==> src/rtl/serial_pkt_pkg.sv <==
// Shared types and constants for the serial packet receiver.
// Holds the frame-FSM state encoding, the fixed-width packet status struct,
// the error-bit positions inside pkt_err, and the CRC-4 polynomial used
// when SERIAL_PACKET_RX_CRC_CHECK_EN is defined.
package serial_pkt_pkg;

    // Frame receiver states; the encoding is also exported on dbg_state.
    typedef enum logic [1:0] {
        ST_IDLE    = 2'd0,
        ST_TYPE    = 2'd1,
        ST_PAYLOAD = 2'd2,
        ST_STOP    = 2'd3
    } frame_state_e;

    // Data-frame counter width and its saturation value.
    localparam int          COUNT_W   = 5;
    localparam logic [4:0]  COUNT_MAX = 5'd31;

    // Bit positions inside pkt_err = {frame_err, count_err, crc_err}.
    localparam int ERR_FRAME_BIT = 2;
    localparam int ERR_COUNT_BIT = 1;
    localparam int ERR_CRC_BIT   = 0;

    // x^4 + x + 1 with the implicit x^4 term dropped.
    localparam logic [3:0] CRC4_POLY = 4'h3;

    // Fixed-width tail of every buffered packet: frame count and error flags.
    // The payload and control fields depend on module parameters and are
    // concatenated in front of this struct by the top level.
    typedef struct packed {
        logic [COUNT_W-1:0] count;
        logic [2:0]         err;
    } pkt_status_t;

    // One MSB-first step of the CRC-4 shift register (init 0, no final xor).
    function automatic logic [3:0] crc4_step(input logic [3:0] crc, input logic din);
        logic fb;
        fb        = crc[3] ^ din;
        crc4_step = {crc[2:0], 1'b0} ^ (fb ? CRC4_POLY : 4'h0);
    endfunction

endpackage

==> src/rtl/serial_packet_fifo.sv <==
// Completed-packet buffer for serial_packet_rx.
// Plain synchronous FIFO with an extra wrap bit on each pointer. A push on a
// full FIFO is accepted only when a pop happens in the same cycle; the pop
// frees the slot first, so the new entry lands where the old head was.
module serial_packet_fifo #(
    parameter int WIDTH = 8,
    parameter int DEPTH = 2
) (
    input  logic             clk,
    input  logic             reset_n,
    input  logic             push,
    input  logic [WIDTH-1:0] push_data,
    input  logic             pop,
    output logic [WIDTH-1:0] pop_data,
    output logic             full,
    output logic             empty
);

    localparam int AW = $clog2(DEPTH);

    logic [AW:0]      wr_ptr_q, wr_ptr_d;
    logic [AW:0]      rd_ptr_q, rd_ptr_d;
    logic [WIDTH-1:0] mem_q [DEPTH];
    logic             do_push;
    logic             do_pop;

    // Status flags, accepted transfers and next pointer values.
    always_comb begin
        empty    = (wr_ptr_q == rd_ptr_q);
        full     = (wr_ptr_q[AW] != rd_ptr_q[AW]) &&
                   (wr_ptr_q[AW-1:0] == rd_ptr_q[AW-1:0]);
        do_pop   = pop && !empty;
        do_push  = push && (!full || do_pop);
        wr_ptr_d = wr_ptr_q + {{AW{1'b0}}, do_push};
        rd_ptr_d = rd_ptr_q + {{AW{1'b0}}, do_pop};
    end

    // Pointer registers.
    always_ff @(posedge clk or negedge reset_n) begin
        if (!reset_n) begin
            wr_ptr_q <= '0;
            rd_ptr_q <= '0;
        end else begin
            wr_ptr_q <= wr_ptr_d;
            rd_ptr_q <= rd_ptr_d;
        end
    end

    // Storage; cleared on reset so the head reads as zero while empty.
    always_ff @(posedge clk or negedge reset_n) begin
        if (!reset_n) begin
            for (int i = 0; i < DEPTH; i++) begin
                mem_q[i] <= '0;
            end
        end else if (do_push) begin
            mem_q[wr_ptr_q[AW-1:0]] <= push_data;
        end
    end

    assign pop_data = mem_q[rd_ptr_q[AW-1:0]];

endmodule

==> src/rtl/serial_packet_rx.sv <==
// Serial packet receiver.
// Receives frames {start 0, type, DATA_W payload bits MSB first, stop 1} on
// sin, gathers NUM_DATA data frames plus one control frame into a packet and
// buffers completed packets in serial_packet_fifo for a valid/ready consumer.
// Optional feature: define SERIAL_PACKET_RX_CRC_CHECK_EN to build the CRC-4
// check of pkt_data and pkt_ctl[DATA_W-1:4] against pkt_ctl[3:0]; without it
// crc_err is always 0. The CRC build needs DATA_W >= 5.
//
// Handshake: the head packet moves out at a posedge where pkt_valid and
// pkt_ready are both high; pkt_valid never waits on pkt_ready, and all pkt_*
// outputs hold steady while pkt_valid is high and pkt_ready is low.
//
// Packet pipeline: the control frame's stop-bit edge marks completion
// (done_q), the next edge snapshots the packet into a staging register and
// clears the accumulator, and the edge after that writes the FIFO, so
// pkt_valid rises two cycles after the stop bit when the FIFO was empty.
// A frame with a bad stop bit is still used as a normal frame; it only marks
// the packet with frame_err.
module serial_packet_rx
    import serial_pkt_pkg::*;
#(
    parameter int NUM_DATA   = 8,
    parameter int DATA_W     = 8,
    parameter int FIFO_DEPTH = 2
) (
    input  logic                       clk,
    input  logic                       reset_n,
    input  logic                       sin,
    output logic                       pkt_valid,
    input  logic                       pkt_ready,
    output logic [NUM_DATA*DATA_W-1:0] pkt_data,
    output logic [DATA_W-1:0]          pkt_ctl,
    output logic [4:0]                 pkt_count,
    output logic [2:0]                 pkt_err,
    output logic                       overrun,
    output logic [1:0]                 dbg_state
);

    localparam int PKT_W     = NUM_DATA * DATA_W;
    localparam int ST_W      = $bits(pkt_status_t);
    localparam int ENTRY_W   = PKT_W + DATA_W + ST_W;
    localparam int BIT_CNT_W = $clog2(DATA_W + 1);

    frame_state_e           state_q, state_d;
    logic [BIT_CNT_W-1:0]   bit_cnt_q, bit_cnt_d;
    logic                   is_ctl_q, is_ctl_d;
    logic [DATA_W-1:0]      shreg_q, shreg_d;
    logic [PKT_W-1:0]       data_q, data_d;
    logic [DATA_W-1:0]      ctl_q, ctl_d;
    logic [COUNT_W-1:0]     count_q, count_d;
    logic                   frame_err_q, frame_err_d;
    logic                   count_err_q, count_err_d;
    logic                   done_q, done_d;
    logic                   stage_vld_q, stage_vld_d;
    logic [ENTRY_W-1:0]     stage_q, stage_d;
    logic                   overrun_q, overrun_d;

    logic                   last_bit;
    logic                   load_type;
    logic                   shift_bit;
    logic                   frame_end;
    logic                   crc_err;
    pkt_status_t            stage_status;
    pkt_status_t            head_status;
    logic [ENTRY_W-1:0]     fifo_rdata;
    logic                   fifo_full;
    logic                   fifo_empty;
    logic                   fifo_pop;

    assign last_bit = (state_q == ST_PAYLOAD) &&
                      (bit_cnt_q == BIT_CNT_W'(DATA_W - 1));

    // Frame FSM state register.
    always_ff @(posedge clk or negedge reset_n) begin
        if (!reset_n) begin
            state_q <= ST_IDLE;
        end else begin
            state_q <= state_d;
        end
    end

    // Frame FSM next state: one cycle each for type and stop, DATA_W for payload.
    always_comb begin
        state_d = state_q;
        case (state_q)
            ST_IDLE:    if (!sin) state_d = ST_TYPE;
            ST_TYPE:    state_d = ST_PAYLOAD;
            ST_PAYLOAD: if (last_bit) state_d = ST_STOP;
            ST_STOP:    state_d = ST_IDLE;
            default:    state_d = ST_IDLE;
        endcase
    end

    // Frame FSM outputs: per-state strobes for the datapath.
    always_comb begin
        load_type = 1'b0;
        shift_bit = 1'b0;
        frame_end = 1'b0;
        case (state_q)
            ST_TYPE:    load_type = 1'b1;
            ST_PAYLOAD: shift_bit = 1'b1;
            ST_STOP:    frame_end = 1'b1;
            default:    ;
        endcase
    end

    assign dbg_state = state_q;

`ifdef SERIAL_PACKET_RX_CRC_CHECK_EN
    logic [3:0] crc_calc;

    // CRC-4 over the accumulated payload followed by the upper control bits.
    always_comb begin
        crc_calc = 4'h0;
        for (int i = PKT_W - 1; i >= 0; i--) begin
            crc_calc = crc4_step(crc_calc, data_q[i]);
        end
        for (int i = DATA_W - 1; i >= 4; i--) begin
            crc_calc = crc4_step(crc_calc, ctl_q[i]);
        end
        crc_err = (crc_calc != ctl_q[3:0]);
    end
`else
    assign crc_err = 1'b0;
`endif

    // Count and error flags of the packet being snapshotted.
    always_comb begin
        stage_status                    = '0;
        stage_status.count              = count_q;
        stage_status.err[ERR_FRAME_BIT] = frame_err_q;
        stage_status.err[ERR_COUNT_BIT] = count_err_q;
        stage_status.err[ERR_CRC_BIT]   = crc_err;
    end

    // Frame assembly, packet accumulation, snapshot and overrun tracking.
    always_comb begin
        is_ctl_d    = is_ctl_q;
        bit_cnt_d   = bit_cnt_q;
        shreg_d     = shreg_q;
        data_d      = data_q;
        ctl_d       = ctl_q;
        count_d     = count_q;
        frame_err_d = frame_err_q;
        count_err_d = count_err_q;
        done_d      = 1'b0;
        stage_vld_d = 1'b0;
        stage_d     = stage_q;
        overrun_d   = overrun_q | (stage_vld_q & fifo_full & ~fifo_pop);

        if (load_type) begin
            is_ctl_d  = sin;
            bit_cnt_d = '0;
        end

        if (shift_bit) begin
            shreg_d   = DATA_W'({shreg_q, sin});
            bit_cnt_d = bit_cnt_q + BIT_CNT_W'(1);
        end

        // Snapshot the finished packet, then start a fresh one.
        if (done_q) begin
            stage_vld_d = 1'b1;
            stage_d     = {data_q, ctl_q, stage_status};
            data_d      = '0;
            ctl_d       = '0;
            count_d     = '0;
            frame_err_d = 1'b0;
            count_err_d = 1'b0;
        end

        if (frame_end) begin
            if (!sin) begin
                frame_err_d = 1'b1;
            end
            if (is_ctl_q) begin
                ctl_d  = shreg_q;
                done_d = 1'b1;
                if (count_q != COUNT_W'(NUM_DATA)) begin
                    count_err_d = 1'b1;
                end
            end else begin
                // Frame k lands in slot k counted from the MSB end.
                if (count_q < COUNT_W'(NUM_DATA)) begin
                    for (int k = 0; k < NUM_DATA; k++) begin
                        if (count_q == COUNT_W'(k)) begin
                            data_d[(NUM_DATA-1-k)*DATA_W +: DATA_W] = shreg_q;
                        end
                    end
                end else begin
                    count_err_d = 1'b1;
                end
                if (count_q != COUNT_MAX) begin
                    count_d = count_q + COUNT_W'(1);
                end
            end
        end
    end

    // Datapath registers.
    always_ff @(posedge clk or negedge reset_n) begin
        if (!reset_n) begin
            bit_cnt_q   <= '0;
            is_ctl_q    <= 1'b0;
            shreg_q     <= '0;
            data_q      <= '0;
            ctl_q       <= '0;
            count_q     <= '0;
            frame_err_q <= 1'b0;
            count_err_q <= 1'b0;
            done_q      <= 1'b0;
            stage_vld_q <= 1'b0;
            stage_q     <= '0;
            overrun_q   <= 1'b0;
        end else begin
            bit_cnt_q   <= bit_cnt_d;
            is_ctl_q    <= is_ctl_d;
            shreg_q     <= shreg_d;
            data_q      <= data_d;
            ctl_q       <= ctl_d;
            count_q     <= count_d;
            frame_err_q <= frame_err_d;
            count_err_q <= count_err_d;
            done_q      <= done_d;
            stage_vld_q <= stage_vld_d;
            stage_q     <= stage_d;
            overrun_q   <= overrun_d;
        end
    end

    assign fifo_pop = pkt_valid & pkt_ready;

    serial_packet_fifo #(
        .WIDTH (ENTRY_W),
        .DEPTH (FIFO_DEPTH)
    ) u_fifo (
        .clk       (clk),
        .reset_n   (reset_n),
        .push      (stage_vld_q),
        .push_data (stage_q),
        .pop       (fifo_pop),
        .pop_data  (fifo_rdata),
        .full      (fifo_full),
        .empty     (fifo_empty)
    );

    assign {pkt_data, pkt_ctl, head_status} = fifo_rdata;
    assign pkt_count = head_status.count;
    assign pkt_err   = head_status.err;
    assign pkt_valid = ~fifo_empty;
    assign overrun   = overrun_q;

endmodule
==> config.mk <==
export PLATFORM = sky130hd
export DESIGN_NAME = serial_packet_rx
export DESIGN_NICKNAME = d
export VERILOG_FILES = /design/src/rtl/serial_pkt_pkg.sv /design/src/rtl/serial_packet_fifo.sv /design/src/rtl/serial_packet_rx.sv
export SDC_FILE = /design/constraint.sdc
export NUM_CORES = 1
export LEC_CHECK = 0
export CORE_ASPECT_RATIO = 0.6
export CORE_MARGIN = 2
export CORE_UTILIZATION = 28
export CTS_CLUSTER_SIZE = 16
export DETAILED_ROUTE_END_ITERATION = 12
export DONT_BUFFER_PORTS = 1
export GPL_TIMING_DRIVEN = 1
export PLACE_DENSITY = 0.46
export SYNTH_ARGS = -nofsm -noshare
export SYNTH_HDL_FRONTEND = slang
export SYNTH_SLANG_ARGS = --single-unit
export TNS_END_PERCENT = 30
==> constraint.sdc <==
create_clock -name clk -period 2.3 [get_ports clk]
set_clock_uncertainty 0.05 [all_clocks]
set_input_delay 0.575 -clock clk [delete_from_list [all_inputs] [get_ports clk]]
set_output_delay 0.575 -clock clk [all_outputs]
set_load 0.01 [all_outputs]
# Yosys cells after proc, flatten, opt, wreduce, memory -nomap -nowiden
# Index checks and enable logic that the tools add are counted.
# word_totals
elab_cells	107
regBits	340
output_inout_bits	84
# op_classes
n_addsub	4
n_reduce_logical	12
bitwise_logic	8
order_cmp	4
eq_ne	18
muxes	44
# ops
op	count
80-bit 2-to-1 mux	4
64-bit 2-to-1 mux	4
160-bit bitwise mux	1
8-bit 2-to-1 mux	11
80-bit demux with 1-bit select	1
5-bit by 3-bit equality test with 1-bit output (second input constant)	4
5-bit 2-to-1 mux	4
1-bit 2-to-1 mux	14
5-bit by 2-bit equality test with 1-bit output (second input constant)	2
4-bit 2-to-1 mux	2
2-bit case mux with 4 select lines	1
5-bit by 1-bit adder with 5-bit output (second input constant)	1
5-bit by 1-bit equality test with 1-bit output (second input constant)	1
1-bit logical AND	5
5-bit zero test	1
5-bit by 4-bit < comparator with 1-bit output (second input constant)	1
5-bit by 4-bit inequality test with 1-bit output (second input constant)	1
5-bit inequality test (second input constant)	1
2-bit by 1-bit adder with 2-bit output	2
4-bit by 1-bit adder with 4-bit output (second input constant)	1
2-bit equality test (second input constant)	2
4-bit by 3-bit equality test with 1-bit output (second input constant)	1
2-bit greater-or-equal comparator (second input constant)	2
2-bit 2-to-1 mux	2
other kinds (15)	21

# Logic depth before layout (Yosys ltp)
# depth
depth_word	7
ltp_mapped	9
mapped_depth_nobuf	6

# Hierarchy
# Synthesis repeated with hierarchy kept, for this count alone.
# hier_totals
cells_unflattened	976
area_unflattened_um2	14767.9
# modules_own_cells
mod	instances	area_per_inst_um2	seq_area_each_um2	cells_each
serial_packet_rx	1	7492.2	4404.2	531
serial_packet_fifo	1	7275.7	4103.9	445

# Least setup slack after synthesis
# No wires, ideal clock.
# synth_timing
path_kind	register -> register
startpoint	register u_fifo.rd_ptr_q[0]
endpoint	register u_fifo.mem_q[149] in the netlist's numbering
setup_time_ns	0.125
path_stages_with_launch	10
slack_ns	0.151
arrival_time_ns	1.974
synth_period_minus_slack_ns	2.149
cell_sequence	dfrtp_1 -> buf_2 -> xnor2_1 -> nor3b_1 -> nor2b_1 -> ha_1 -> buf_2 -> buf_2 -> buf_2 -> mux2_2
# synth_via
elab_chain_len	6
elab_cells_between_ends	10
# synth_lines
item	line	text
from (decl)	serial_packet_fifo.sv:22	logic [AW:0] rd_ptr_q, rd_ptr_d;
from (signal assigned)	serial_packet_fifo.sv:45	rd_ptr_q <= rd_ptr_d;
2-bit equality test	serial_packet_fifo.sv:29	empty = (wr_ptr_q == rd_ptr_q);
1-bit NOT	serial_packet_rx.sv:250	assign pkt_valid = ~fifo_empty;
1-bit bitwise AND	serial_packet_rx.sv:231	assign fifo_pop = pkt_valid & pkt_ready;
1-bit logical AND	serial_packet_fifo.sv:32	do_pop = pop && !empty;
1-bit logical OR (*)	serial_packet_fifo.sv:33	do_push = push && (!full || do_pop);
1-bit logical AND (*)	serial_packet_fifo.sv:33	
to (signal, indexed assignment)	serial_packet_fifo.sv:56	mem_q[wr_ptr_q[AW-1:0]] <= push_data;
to (decl)	serial_packet_fifo.sv:23	logic [WIDTH-1:0] mem_q [DEPTH];
# Every way passes the cells marked *; elsewhere a longest branch is shown, timed or not.
# A chain may end at the register's enable or synchronous reset.

# Final worst setup path
# layout_timing
startpoint	register u_fifo.rd_ptr_q[0]
endpoint	output pkt_data[10]
# layout_via
elab_chain_len	4
# layout_lines
item	line	text
1-bit NOT with 2-bit output (implied by the code)	serial_packet_fifo.sv:60	assign pop_data = mem_q[rd_ptr_q[AW-1:0]];
80-bit 2-to-1 mux (implied by the code) (3 in series)	serial_packet_fifo.sv:60	
to (decl)	serial_packet_rx.sv:31	output logic [NUM_DATA*DATA_W-1:0] pkt_data,
# Every way passes these cells. The select of a mux whose other input is x is not followed.

==> impl_metrics.ini <==
[sta]
worstMarginPinSlew_ps = 967
final_max_slew_viol_count = 0
setup_viol = 42
rsz0062_at_grt = yes
period_share_pct = 103
finalHoldViolations = 338
period_needed_ps = 2380
hold-worst-slack_ps = -270
max_slew_margin_pct = 35.5
max_freq_mhz = 420
worst_slack_ps = -79.1

[routing]
viasPerCell = 4.41
first_pass_iters = 4
wl_per_cell_um = 19.3
wl_um = 32300
drc = 0
ant_nets = 0
num_vias = 7408
drt_iter0_drc = 426

[synthesis]
synth_top_cell_by_area = dfrtp_1
ys_seq_area_share_pct = 58.8
netlist_instances = 965
synth_area_leaders = dfrtp_1 (59%), mux2_2 (31%), nor2b_1 (2.9%)
syn_avg_cell_area_um2 = 14.9
synthArstFlopShare_pct = 100
syn-cell-area_um2 = 14400
synth_top_area_share_pct = 58.8
synth_ff_type = dfrtp_1
syn_nets = 983
synth_edf_count = 0
ys_warn_count = 0
ys_types = 40
ys_ff_latch = 338

[floorplan]
core_area_um2 = 50800
start_util_pct = 28.3
io_pins = 88
die_h_um = 180
dieArea_um2 = 53200
die_w_um = 297
num_rows = 64

[layout]
drive_gt1_share_pct = 49.2
layoutNonFillerInstCount = 1679
nets = 980
syn_to_final_growth_pct = 16.3
utilization_pct = 32.9
nFillCells = 4945

[worst_setup_path]
worstReg2RegEnd = u_fifo.mem_q[110]$_DFFE_PN0P_
worst_setup_path_end_kind = output pin
worst_r2r_path_depth = 7
reg2reg_from = u_fifo.rd_ptr_q[0]$_DFF_PN0_
endpoint = pkt_data[10]
critPathKind = flop to output pin
crit_path_max_fanout = 5
startpoint_type = flop
required_ps = 1670
startpoint = u_fifo.rd_ptr_q[0]$_DFF_PN0_
cp.arrival_ps = 1750
reg2reg_slack_ps = 120

[clocking]
cts_sinks = 338
clk_pin_slew_ps = 60
max-clock-path-buffers = 3
cts-root-buf = clkbuf_16
h-tree-depth = 2
cts_tree = yes
cts_buffers = 35
insertion_delay_ps = 530

[status]
status = finished, violations left
violations = hold timing, setup timing

[flow_run]
maxCapViolations = 0

[global_route]
antenna_found_initial = 1
grt_pass1_wl_um = 49700
track_usage_pct = 12.1
grt_max_degree = 339
grt-ovfl-total = 0
grt_pass1_vias = 7792

[place]
place_congestion = 0.659
port_buffers = 0
dp_cells = 1612
dp_hpwl_um = 18000

[hold_path]
hold_path.class = input pin to asynchronous set/reset pin

[pwr]
power.density_nw_per_um2 = 1200
leakagePower_nw = 8.12
vdd_drop_max_mv = 0.457
==> how the worst min path moves through the flow <==
| stage | from | end | slack [ps] | cells past startpoint |
|---|---|---|---|---|
| 2_1_floorplan | reset_n | bit_cnt_q[0]$_DFFE_PN0P_ | 230 | 0 |
| 3_3_place_gp | reset_n | u_fifo.mem_q[102]$_DFFE_PN0P_ | 260 | 0 |
| 3_5_place_dp | reset_n | u_fifo.mem_q[24]$_DFFE_PN0P_ | 260 | 0 |
| 4_1_cts | reset_n | u_fifo.mem_q[100]$_DFFE_PN0P_ | -310 | 0 |
| 5_1_grt | reset_n | u_fifo.mem_q[100]$_DFFE_PN0P_ | -310 | 0 |
| 6_report | reset_n | u_fifo.mem_q[22]$_DFFE_PN0P_ | -270 | 0 |
==> synth_stat cells, drive strengths merged, types with 2 or more instances <==
| library cell | number |
|---|---|
| clkbuf | 19 |
| a21o | 2 |
| nor2 | 4 |
| o21ai | 12 |
| xor2 | 2 |
| nor2b | 66 |
| and2 | 2 |
| inv | 12 |
| nand4 | 6 |
| nand3 | 6 |
| buf | 42 |
| a21oi | 2 |
| nor3b | 5 |
| a22o | 2 |
| nand3b | 2 |
| mux2 | 390 |
| dfrtp | 338 |
| ha | 14 |
| xnor2 | 2 |
| nand2 | 24 |
==> metrics by stage <==
stage / TNS (ps) / worst slack (ps) / power (mW) / hold WS (ps) / area [um^2]
2_1_floorplan: 0 / 151 / 12.1 / 229 / 14400
3_3_place_gp: 0 / 180 / 13.7 / 257 / 15200
3_5_place_dp: 0 / 171 / 13.8 / 258 / 15200
4_1_cts: -9450 / -132 / 20.3 / -313 / 16500
5_1_grt: -5430 / -130 / 21.3 / -306 / 16700
6_report: -1470 / -79.1 / 20.1 / -270 / 16700
==> cell type report <==
| cell class | count | area [um^2] | share of cell area (%) |
|---|---|---|---|
| Timing Repair Buffer | 21 | 342 | 2.04 |
| Clock buffer | 50 | 1050 | 6.29 |
| Multi-Input combinational cell | 554 | 5770 | 34.5 |
| Antenna cell | 2 | 5.00 | 0.0299 |
| Sequential cell | 338 | 8470 | 50.6 |
| Clock inverter | 9 | 174 | 1.04 |
| Tap cell | 693 | 867 | 5.18 |
| Inverter | 12 | 45.0 | 0.269 |
==> cells in the final DEF (no fill, tap or decap), drive strengths merged, types with 5 or more instances in the layout <==
cell	Yosys	final
o21ai	12	12
nand4	6	6
clkbuf	19	52
nor3b	5	5
buf	42	19
dfrtp	338	338
nor2b	66	66
inv	12	13
ha	14	14
bufinv	0	5
nand3	6	6
mux2	390	390
nand2	24	24
==> logic make-up (layout without fill, tap and decap cells) <==
logic type | after synthesis | count (layout) | synth area share, %
AO/OA/AOI/OAI | 25 | 25 | 1.12
XOR/XNOR | 4 | 4 | 0.244
adder cells (fa/ha/maj) | 14 | 14 | 1.22
buffers and inverters | 73 | 92 | 2.39
flip-flops | 338 | 338 | 58.8
multiplexers | 391 | 391 | 30.6
other | 1 | 3 | 0.0261
AND/OR/NAND/NOR | 119 | 119 | 5.55
==> where the power goes <==
group          total [mW]  internal (mW)  switching, mW
Combinational        5.35           2.78           2.57
Sequential           8.68           7.34           1.35
Clock                6.09           3.73           2.36
Total                20.1           13.9           6.28
==> metal layers <==
metal,wire [um],share of wire (%),GRT usage (%)
met5,0,0,0
met4,399,1.2,2.46
met3,1330,4.1,2.88
met2,14600,45,18.8
met1,16000,50,17.3
==> critical path, stage by stage, from the launching register on <==
cell	delay, ps
dfrtp_4	550
buf_12	170
clkbuf_16	170
mux2_4	330
==> registers in the layout, indices dropped and copies added, names as in the netlist, 2 cells and up <==
register / count
u_fifo.mem_q: 158
stage_q: 79
data_q: 64
ctl_q: 8
shreg_q: 8
count_q: 5
bit_cnt_q: 4
dbg_state: 2
u_fifo.rd_ptr_q: 2
u_fifo.wr_ptr_q: 2
==> what timing repair did <==
item | 4_1_cts | 5_1_grt
resized for setup | 10 | 39
setup buffers | 2 | 1
cloned | 2 | 3
hold endpoints to repair | 338 | 338
endpoints found under the setup margin | 79 | 95
No activity file was read; power rests on OpenSTA's default activity.
